$ cat config.mk
export PLATFORM = sky130hd
export DESIGN_NAME = mem_io_bridge
export DESIGN_NICKNAME = d
export VERILOG_FILES = /design/src/rtl/mem_io_pkg.sv /design/src/rtl/io_sync.sv /design/src/rtl/mem_io_bridge.sv
export SDC_FILE = /design/constraint.sdc
export NUM_CORES = 1
export LEC_CHECK = 0
export ABC_AREA = 1
export CORE_MARGIN = 1.5
export CORE_UTILIZATION = 50
export DETAILED_ROUTE_END_ITERATION = 8
export PLACE_DENSITY = 0.88
export SYNTH_ARGS = -nofsm -noshare
export SYNTH_HDL_FRONTEND = slang
export SYNTH_SLANG_ARGS = --single-unit
export TNS_END_PERCENT = 30
$ cat constraint.sdc
create_clock -name clk -period 3.5 [get_ports clk]
set_input_delay 0.35 -clock clk [delete_from_list [all_inputs] [get_ports clk]]
set_output_delay 0.35 -clock clk [all_outputs]
set_load 0.02 [all_outputs]
$ cat src/rtl/mem_io_pkg.sv
// Shared types, encodings and lane helpers for the memory/IO bridge.
package mem_io_pkg;

  localparam logic [1:0] SZ_BYTE = 2'b00;
  localparam logic [1:0] SZ_HALF = 2'b01;
  localparam logic [1:0] SZ_WORD = 2'b10;

  localparam int unsigned IO_OUT_OFS = 16;

  typedef enum logic [2:0] {
    StIdle,
    StMem,
    StWait,
    StIo,
    StResp
  } state_e;

  function automatic logic [3:0] byte_en(input logic [1:0] size, input logic [1:0] lane);
    case (size)
      SZ_BYTE: return 4'b0001 << lane;
      SZ_HALF: return lane[1] ? 4'b1100 : 4'b0011;
      default: return 4'hF;
    endcase
  endfunction

  function automatic logic [31:0] replicate(input logic [1:0] size, input logic [31:0] wdata);
    case (size)
      SZ_BYTE: return {4{wdata[7:0]}};
      SZ_HALF: return {2{wdata[15:0]}};
      default: return wdata;
    endcase
  endfunction

  function automatic logic [31:0] load_extract(input logic [31:0] rdata, input logic [1:0] lane,
                                               input logic [1:0] size, input logic uns);
    logic [7:0]  b;
    logic [15:0] h;
    b = rdata[{lane, 3'b000} +: 8];
    h = lane[1] ? rdata[31:16] : rdata[15:0];
    case (size)
      SZ_BYTE: return uns ? {24'b0, b} : {{24{b[7]}}, b};
      SZ_HALF: return uns ? {16'b0, h} : {{16{h[15]}}, h};
      default: return rdata;
    endcase
  endfunction

endpackage

$ cat src/rtl/io_sync.sv
// Two-flop synchroniser for raw board inputs, cleared on reset.
module io_sync #(
  parameter int unsigned WIDTH = 1
) (
  input  logic             clk,
  input  logic             rst_n,
  input  logic [WIDTH-1:0] d,
  output logic [WIDTH-1:0] q
);

  logic [WIDTH-1:0] meta_q;

  always_ff @(posedge clk or negedge rst_n) begin
    if (!rst_n) begin
      meta_q <= '0;
      q      <= '0;
    end else begin
      meta_q <= d;
      q      <= meta_q;
    end
  end

endmodule

$ cat src/rtl/mem_io_bridge.sv
// Multi-cycle load/store steering to data memory or IO channels with a
// single-outstanding valid/busy handshake; every output is registered.
module mem_io_bridge
  import mem_io_pkg::*;
#(
  parameter int unsigned       ADDR_W      = 32,
  parameter logic [ADDR_W-1:0] IO_BASE     = 32'hFFFF_FC00,
  parameter int unsigned       IO_W        = 16,
  parameter int unsigned       NUM_IN      = 2,
  parameter int unsigned       NUM_OUT     = 2,
  parameter int unsigned       MEM_LATENCY = 1
) (
  input  logic                    clk,
  input  logic                    rst_n,
  input  logic                    req_valid,
  input  logic                    req_we,
  input  logic [1:0]              req_size,
  input  logic                    req_unsigned,
  input  logic [ADDR_W-1:0]       req_addr,
  input  logic [31:0]             req_wdata,
  output logic                    busy,
  output logic                    rsp_valid,
  output logic [31:0]             rsp_rdata,
  output logic                    rsp_err,
  output logic                    mem_en,
  output logic                    mem_we,
  output logic [3:0]              mem_be,
  output logic [ADDR_W-1:0]       mem_addr,
  output logic [31:0]             mem_wdata,
  input  logic [31:0]             mem_rdata,
  input  logic [NUM_IN*IO_W-1:0]  io_in,
  output logic [NUM_OUT*IO_W-1:0] io_out,
  output logic [NUM_OUT-1:0]      io_out_stb
);

  localparam int unsigned CntW = (MEM_LATENCY > 2) ? $clog2(MEM_LATENCY) : 1;

  state_e              state_q;
  logic [CntW-1:0]     cnt_q;
  logic                we_q;
  logic [1:0]          size_q;
  logic                uns_q;
  logic [1:0]          lane_q;
  logic [4:0]          ofs_q;
  logic [IO_W-1:0]     io_wdata_q;
  logic [NUM_IN*IO_W-1:0] io_in_sync;

  logic [ADDR_W-1:0]   ofs_full;
  logic                is_io;
  logic                io_ok;
  logic                out_range;
  logic                dec_err;
  logic [31:0]         io_rd;
  logic [31:0]         mem_rd;

  io_sync #(
    .WIDTH(NUM_IN * IO_W)
  ) u_io_sync (
    .clk  (clk),
    .rst_n(rst_n),
    .d    (io_in),
    .q    (io_in_sync)
  );

  always_comb begin
    is_io     = req_addr >= IO_BASE;
    ofs_full  = (req_addr - IO_BASE) >> 2;
    out_range = (ofs_full >= ADDR_W'(IO_OUT_OFS)) && (ofs_full < ADDR_W'(IO_OUT_OFS + NUM_OUT));
    io_ok     = req_we ? out_range : (out_range || (ofs_full < ADDR_W'(NUM_IN)));
    dec_err   = 1'b0;
    case (req_size)
      SZ_BYTE: dec_err = 1'b0;
      SZ_HALF: dec_err = req_addr[0];
      SZ_WORD: dec_err = |req_addr[1:0];
      default: dec_err = 1'b1;
    endcase
    if (is_io && ((req_size != SZ_WORD) || !io_ok)) begin
      dec_err = 1'b1;
    end
  end

  always_comb begin
    io_rd = '0;
    for (int unsigned k = 0; k < NUM_IN; k++) begin
      if (ofs_q == 5'(k)) io_rd = 32'(io_in_sync[k*IO_W +: IO_W]);
    end
    for (int unsigned k = 0; k < NUM_OUT; k++) begin
      if (ofs_q == 5'(IO_OUT_OFS + k)) io_rd = 32'(io_out[k*IO_W +: IO_W]);
    end
    mem_rd = we_q ? 32'h0 : load_extract(mem_rdata, lane_q, size_q, uns_q);
  end

  always_ff @(posedge clk or negedge rst_n) begin
    if (!rst_n) begin
      state_q    <= StIdle;
      cnt_q      <= '0;
      we_q       <= 1'b0;
      size_q     <= SZ_BYTE;
      uns_q      <= 1'b0;
      lane_q     <= 2'b00;
      ofs_q      <= '0;
      io_wdata_q <= '0;
      busy       <= 1'b0;
      rsp_valid  <= 1'b0;
      rsp_rdata  <= '0;
      rsp_err    <= 1'b0;
      mem_en     <= 1'b0;
      mem_we     <= 1'b0;
      mem_be     <= '0;
      mem_addr   <= '0;
      mem_wdata  <= '0;
      io_out     <= '0;
      io_out_stb <= '0;
    end else begin
      mem_en     <= 1'b0;
      rsp_valid  <= 1'b0;
      io_out_stb <= '0;
      case (state_q)
        StIdle: begin
          if (req_valid) begin
            busy       <= 1'b1;
            we_q       <= req_we;
            size_q     <= req_size;
            uns_q      <= req_unsigned;
            lane_q     <= req_addr[1:0];
            ofs_q      <= ofs_full[4:0];
            io_wdata_q <= req_wdata[IO_W-1:0];
            if (dec_err) begin
              state_q   <= StResp;
              rsp_valid <= 1'b1;
              rsp_err   <= 1'b1;
              rsp_rdata <= '0;
            end else if (is_io) begin
              state_q <= StIo;
            end else begin
              state_q   <= StMem;
              mem_en    <= 1'b1;
              mem_we    <= req_we;
              mem_be    <= byte_en(req_size, req_addr[1:0]);
              mem_addr  <= {req_addr[ADDR_W-1:2], 2'b00};
              mem_wdata <= replicate(req_size, req_wdata);
            end
          end
        end
        StMem: begin
          if (MEM_LATENCY == 1) begin
            state_q   <= StResp;
            rsp_valid <= 1'b1;
            rsp_rdata <= mem_rd;
          end else begin
            state_q <= StWait;
            cnt_q   <= CntW'(MEM_LATENCY - 2);
          end
        end
        StWait: begin
          if (cnt_q == '0) begin
            state_q   <= StResp;
            rsp_valid <= 1'b1;
            rsp_rdata <= mem_rd;
          end else begin
            cnt_q <= cnt_q - 1'b1;
          end
        end
        StIo: begin
          state_q   <= StResp;
          rsp_valid <= 1'b1;
          rsp_rdata <= we_q ? 32'h0 : io_rd;
          if (we_q) begin
            for (int unsigned k = 0; k < NUM_OUT; k++) begin
              if (ofs_q == 5'(IO_OUT_OFS + k)) begin
                io_out[k*IO_W +: IO_W] <= io_wdata_q;
                io_out_stb[k]          <= 1'b1;
              end
            end
          end
        end
        StResp: begin
          state_q   <= StIdle;
          busy      <= 1'b0;
          rsp_rdata <= '0;
          rsp_err   <= 1'b0;
        end
        default: begin
          state_q <= StIdle;
          busy    <= 1'b0;
        end
      endcase
    end
  end

endmodule

==> impl_metrics.json, run 1 <==
{
  "critPathCaptureType": "register",
  "critPathMaxFanout": 51,
  "cts_htree_levels": 1,
  "cp.arrival_ns": 3.46,
  "finalMaxSlewViolations": 0,
  "rr_startpoint": "state_q[1]$_DFFE_PN0P_",
  "wirelength_um": 31370,
  "finalInstanceArea_um2": 13640,
  "status": "complete, no violations",
  "min_to": "u_io_sync.meta_q[24]$_DFF_PN0_",
  "fin_crit_sh_pct": 87.75,
  "placed_area_um2": 12930,
  "mostFrequentLayoutCell": "nand2_1",
  "fin_hold_ws_ns": 0.2643,
  "final.fill_count": 1448,
  "area_delta_synth_final_pct": 36.27,
  "synth-edff-count": 0,
  "avgSynthCellArea_um2": 8.735,
  "cts_buffers": 23,
  "place_hpwl_um": 23250,
  "power_frac_comb_pct": 39.2,
  "finalClockSkew_ns": 0.01822,
  "dr_total_vias": 9196,
  "p_clk_share_pct": 22.9,
  "portBuffers": 271,
  "viasPerCell": 5.454,
  "clock_tree.root_cell": "clkbuf_16",
  "fin_nets": 1542,
  "r2r_setup_slack_ns": 0.43,
  "tightest_slew_ns": 1.122,
  "async_flop_share_pct": 100.0,
  "powerDensity_nw_per_um2": 737.6,
  "antenna_found_initial": 0,
  "critPathKind": "reg -> reg",
  "peakVddDrop_uv": 432.8,
  "maxCapViolCount": 0,
  "cts_tree": "done",
  "worst_setup_path_start_kind": "register",
  "rr_worst_depth": 9,
  "globalRoute.totalOverflow": 0,
  "dp.cells": 1646,
  "ioPinCount": 274,
  "start_util_pct": 51.27,
  "numClockSinks": 231,
  "synthFlopType": "dfrtp_1",
  "yosysWarnings": 0,
  "cp_data_required_time_ns": 3.89,
  "cts_resized": 0,
  "hold_path.class": "in -> reg",
  "wl_per_cell_um": 18.61,
  "gp_congestion": 0.9138,
  "timing.rr.end": "mem_addr[24]$_DFFE_PN0P_",
  "grt_max_degree": 113,
  "hold_viol": 0,
  "core_area_um2": 19530,
  "dieWidth_um": 144.5,
  "clock.fmax_ghz": 0.3256,
  "synth-seq-cells": 231,
  "leakage_nw": 6.270,
  "setup_tns_ns": 0,
  "drtIter0Drc": 826,
  "fin_cells": 1686,
  "p_switching_mw": 3.825,
  "maxSlewHeadroom_pct": 25.02,
  "setup_violations": 0,
  "synth_cell_types": 38,
  "grt_pass1_wl_um": 47910,
  "rsz0062_at_grt": "false",
  "clk_pin_slew_worst_paths_ns": 0.07,
  "cts_buffer_depth": 3,
  "holdPathStages": 1,
  "switching_share_pct": 38.02,
  "finalCriticalPeriod_ns": 3.071,
  "mostFrequentLayoutCells": "376 x nand2_1, 270 x clkdlybuf4s50_1, 231 x dfrtp_1",
  "synth_seq_area_share_pct": 57.74,
  "p_int_mw": 6.237,
  "num_rows": 51,
  "track_usage_pct": 29.98,
  "diodes": 0,
  "min_from": "io_in[24]",
  "netlist_area_um2": 10010,
  "drive_above_1_share_pct": 8.093,
  "seq_power_share_pct": 37.9,
  "netlist_instances": 1146,
  "die_area_um2": 20880,
  "drc": 0,
  "route.antenna.remaining_nets": 0,
  "dieHeight_um": 144.5,
  "grt_pass1_vias": 8924,
  "firstDrtPassIters": 6,
  "clkLatencyLatePin_ns": 0.52
}
-- timing repair --
action                                  in CTS  in global routing
buffers inserted                             0                  0
endpoints found under the hold margin      109                  0
endpoints found under the setup margin       0                  0
hold buffers                                 1                  0
-- how the worst max path moves through the flow --
stage	from	end	slack, ns	cells after the start
final	state_q[1]$_DFFE_PN0P_	mem_addr[24]$_DFFE_PN0P_	0.43	9
after global routing	state_q[1]$_DFFE_PN0P_	mem_addr[20]$_DFFE_PN0P_	0.18	9
after CTS	state_q[1]$_DFFE_PN0P_	mem_addr[16]$_DFFE_PN0P_	0.45	9
after detailed placement	req_addr[17]	mem_addr[19]$_DFFE_PN0P_	-0.001	12
after global placement	req_addr[14]	mem_addr[24]$_DFFE_PN0P_	0.15	12
after floorplan	req_addr[10]	rsp_rdata[16]$_DFFE_PN0P_	1.65	15
-- per-stage QoR --
stage	setup slack, ns	total power, mW	util, %
floorplan	1.655	5.947	-
global placement	0.1507	7.640	66.23
detailed placement	-0.001225	7.743	66.23
CTS	0.4458	10.08	69.86
global route	0.1806	10.58	69.86
finish	0.4288	10.06	69.86
-- per-layer routing --
layer | up-vias | share of wire, % | GRT usage [%]
met1 | 4376 | 39 | 39.08
li1 | 4209 | - | -
met2 | 529 | 48 | 49.74
met5 | - | 0 | 0
met4 | 0 | 3.6 | 11.16
met3 | 82 | 9.0 | 5.993
-- flip-flops by register name, indices dropped and copies added, names as in the netlist, 3 cells and up --
register	flops
mem_be	4
mem_addr	30
mem_wdata	32
ofs_q	5
u_io_sync.meta_q	32
io_wdata_q	16
state_q	3
rsp_rdata	32
io_out	32
u_io_sync.q	32
-- power by group through the flow --
stage / Clock [mW] / Combinational, mW / Sequential [mW]
after floorplan: 0 / 1.64 / 4.31
after global placement: 0 / 3.81 / 3.83
after detailed placement: 0 / 3.91 / 3.83
after CTS: 2.34 / 3.94 / 3.81
after global routing: 2.45 / 4.25 / 3.88
final: 2.30 / 3.94 / 3.82
-- synth_stat cells (2+ instances only) --
master,number,area share [%]
nor3_2,2,0.20
o21ai_0,147,7.3
dfrtp_1,231,58
nor3_1,3,0.15
nand3b_1,4,0.30
buf_2,15,0.75
and3_1,7,0.44
o211ai_1,2,0.15
nor2_2,8,0.50
nor2_4,2,0.22
nand3_1,32,1.6
o22ai_1,14,0.87
clkbuf_1,29,1.1
xor2_1,2,0.18
nand2_1,376,14
o21ai_1,2,0.10
a2bb2oi_1,4,0.35
inv_1,68,2.5
clkinv_1,3,0.11
o21a_1,8,0.60
nand4_1,5,0.31
a22o_1,7,0.61
xnor2_1,2,0.18
buf_4,3,0.22
buf_12,2,0.40
nor2_1,57,2.1
nand2_2,51,3.2
a21oi_1,50,2.5
-- layout make-up --
cell class                      count  area (um^2)  share of cell area, %
Multi-Input combinational cell    794         3710                  27.19
Clock buffer                       34        656.9                  4.815
Inverter                           72        270.3                  1.981
Sequential cell                   231         5781                  42.37
Tap cell                          265        331.6                  2.431
Clock inverter                      5        42.54                 0.3118
Timing Repair Buffer              285         2850                  20.89
-- worst max-delay path, cell delays in order (launching register included) --
cell     delay [ns]
dfrtp_1        0.40
nor2_1         0.18
inv_1          0.10
nor2_1         0.23
nand2_1        0.17
nor2_4         0.89
inv_2          0.44
buf_4          0.36
nand2_1        0.09
o21ai_0        0.08
-- cell families (layout without fill, tap and decap cells) --
| logic type | count (synthesis) | after routing | synth area share, % |
|---|---|---|---|
| simple gates | 551 | 551 | 23.76 |
| compound gates | 237 | 237 | 12.80 |
| flops | 231 | 231 | 57.74 |
| buf+inv | 122 | 396 | 5.312 |
| xor+xnor | 4 | 4 | 0.3500 |
| other cells | 1 | 2 | 0.03746 |
Note: power is estimated with default switching activity, not from simulation.
==> run 2: changes to the inputs <==
--- a/config.mk
+++ b/config.mk
@@ -9,7 +9,9 @@
 export CORE_MARGIN = 1.5
 export CORE_UTILIZATION = 50
 export DETAILED_ROUTE_END_ITERATION = 8
+export GPL_ROUTABILITY_DRIVEN = 0
 export PLACE_DENSITY = 0.88
+export RECOVER_POWER = 25
 export SYNTH_ARGS = -nofsm -noshare
 export SYNTH_HDL_FRONTEND = slang
 export SYNTH_SLANG_ARGS = --single-unit
==> impl_metrics.json, run 2 (same netlist as run 1, synthesis figures left out) <==
{
  "mostFrequentLayoutCell": "nand2_1",
  "cts_htree_levels": 1,
  "critPathCaptureType": "register",
  "final.fill_count": 1410,
  "core_area_um2": 19530,
  "dieHeight_um": 144.5,
  "clk_pin_slew_worst_paths_ns": 0.06,
  "drc": 0,
  "clock_tree.root_cell": "clkbuf_16",
  "critPathMaxFanout": 51,
  "grt_max_degree": 94,
  "drive_above_1_share_pct": 8.439,
  "setup_tns_ns": 0,
  "ioPinCount": 274,
  "cts_buffers": 24,
  "hold_viol": 0,
  "firstDrtPassIters": 5,
  "antenna_found_initial": 0,
  "finalMaxSlewViolations": 89,
  "drtIter0Drc": 898,
  "setup_violations": 0,
  "cp.arrival_ns": 3.43,
  "wl_per_cell_um": 18.52,
  "worst_setup_path_start_kind": "register",
  "grt_pass1_wl_um": 47710,
  "maxCapViolCount": 1,
  "portBuffers": 271,
  "rsz0062_at_grt": "false",
  "critPathKind": "reg -> reg",
  "dp.cells": 1644,
  "track_usage_pct": 29.93,
  "powerDensity_nw_per_um2": 758.0,
  "maxSlewHeadroom_pct": -50.04,
  "leakage_nw": 6.329,
  "fin_nets": 1541,
  "slowest_delay_ns": 0.92,
  "start_util_pct": 51.27,
  "clkLatencyLatePin_ns": 0.53,
  "cts_buffer_depth": 3,
  "dieWidth_um": 144.5,
  "area_delta_synth_final_pct": 37.43,
  "dr_total_vias": 9210,
  "fin_crit_sh_pct": 87.14,
  "peakVddDrop_uv": 448.7,
  "slowest_stage": "nor2_4",
  "status": "finished with violations",
  "cts_setup_buffers": 0,
  "route.antenna.remaining_nets": 0,
  "setup_slack_ns": 0.4502,
  "place_hpwl_um": 22570,
  "cts_tree": "done",
  "fin_cells": 1687,
  "hold_path.class": "reg -> reg",
  "path_buf_inv": 2,
  "path_cells": "nor2_1 -> inv_1 -> nor2_1 -> nand2_1 -> nor2_4 -> inv_2 -> nor2_1 -> a2bb2oi_1",
  "wirelength_um": 31250,
  "grt_pass1_vias": 8872,
  "violations": "max-capacitance violations, max-slew violations",
  "die_area_um2": 20880,
  "critPathMostFrequentCell": "nor2_1",
  "num_rows": 51,
  "finalClockSkew_ns": 0.03143,
  "tightest_slew_ns": 2.251,
  "finalCriticalPeriod_ns": 3.050,
  "numClockSinks": 231,
  "viasPerCell": 5.459,
  "clock.fmax_ghz": 0.3279,
  "globalRoute.totalOverflow": 0,
  "crit_family": "simple AND/OR/NAND/NOR gates",
  "pre_cts_ws_ns": 0.04380,
  "cp_data_required_time_ns": 3.88,
  "diodes": 0,
  "mostFrequentLayoutCells": "376 x nand2_1, 238 x clkdlybuf4s50_1, 231 x dfrtp_1",
  "cts_resized": 0
}
## run 2: layout make-up
class	count	area [um^2]	share of cell area [%]
sequential	231	5781	42.02
timing repair buffer	283	2838	20.63
inverter	72	270.3	1.964
multi-input combinational	794	3710	26.96
clock buffer	29	639.4	4.647
tap	265	331.6	2.410
clock inverter	13	188.9	1.373
## run 2: through the flow
step | hold slack (ns) | cell area [um^2] | util, % | power [mW]
after detailed placement | 0.3358 | 12930 | 66.22 | 7.730
final | 0.3464 | 13760 | 70.46 | 10.43
after global routing | 0.3499 | 13760 | 70.46 | 10.95
after CTS | 0.2517 | 13770 | 70.51 | 10.43
after global placement | 0.3337 | 12930 | 66.22 | 7.624
after floorplan | 0.05441 | 10010 | - | 5.947
## run 2: path summary, 6_finish.rpt
kind / to / slack (ns) / from / depth (start not counted)
hold reg to reg: u_io_sync.q[28]$_DFF_PN0_ / 0.35 / u_io_sync.meta_q[28]$_DFF_PN0_ / 0
hold / removal: u_io_sync.q[28]$_DFF_PN0_ / 0.35 / u_io_sync.meta_q[28]$_DFF_PN0_ / 0
min in group asynchronous: mem_addr[26]$_DFFE_PN0P_ / 1.04 / rst_n / 2
setup reg to reg: mem_be[2]$_DFFE_PN0P_ / 0.45 / state_q[0]$_DFFE_PN0P_ / 8
setup / recovery: mem_be[2]$_DFFE_PN0P_ / 0.45 / state_q[0]$_DFFE_PN0P_ / 8
max in group asynchronous: rsp_rdata[29]$_DFFE_PN0P_ / 1.05 / rst_n / 3
## run 2: repair_timing
item | CTS | global route
endpoints found under the setup margin | 0 | 0
hold endpoints to repair | 86 | 0
hold buffers | 1 | 0
## run 2: metal layers
layer	vias to the layer above	wire length (um)	global-route usage, %
li1	4216	-	-
met1	4357	11900	38.52
met2	535	14900	49.11
met3	102	2995	5.993
met4	0	1454	13.50
met5	-	0	0
## run 2: where the power goes
group	switching [mW]	internal [mW]	leakage, nW
clock	1.08	1.60	0.401
combinational	2.33	1.57	3.03
sequential	0.497	3.35	2.90
==> run 3: changes to the inputs <==
--- a/config.mk
+++ b/config.mk
@@ -12,7 +12,8 @@
 export GPL_ROUTABILITY_DRIVEN = 0
 export PLACE_DENSITY = 0.88
 export RECOVER_POWER = 25
+export SKIP_LAST_GASP = 1
 export SYNTH_ARGS = -nofsm -noshare
 export SYNTH_HDL_FRONTEND = slang
 export SYNTH_SLANG_ARGS = --single-unit
-export TNS_END_PERCENT = 30
+export TNS_END_PERCENT = 100
==> results of run 3 <==
The final DEF is identical to that of run 2; final timing and power are the same.
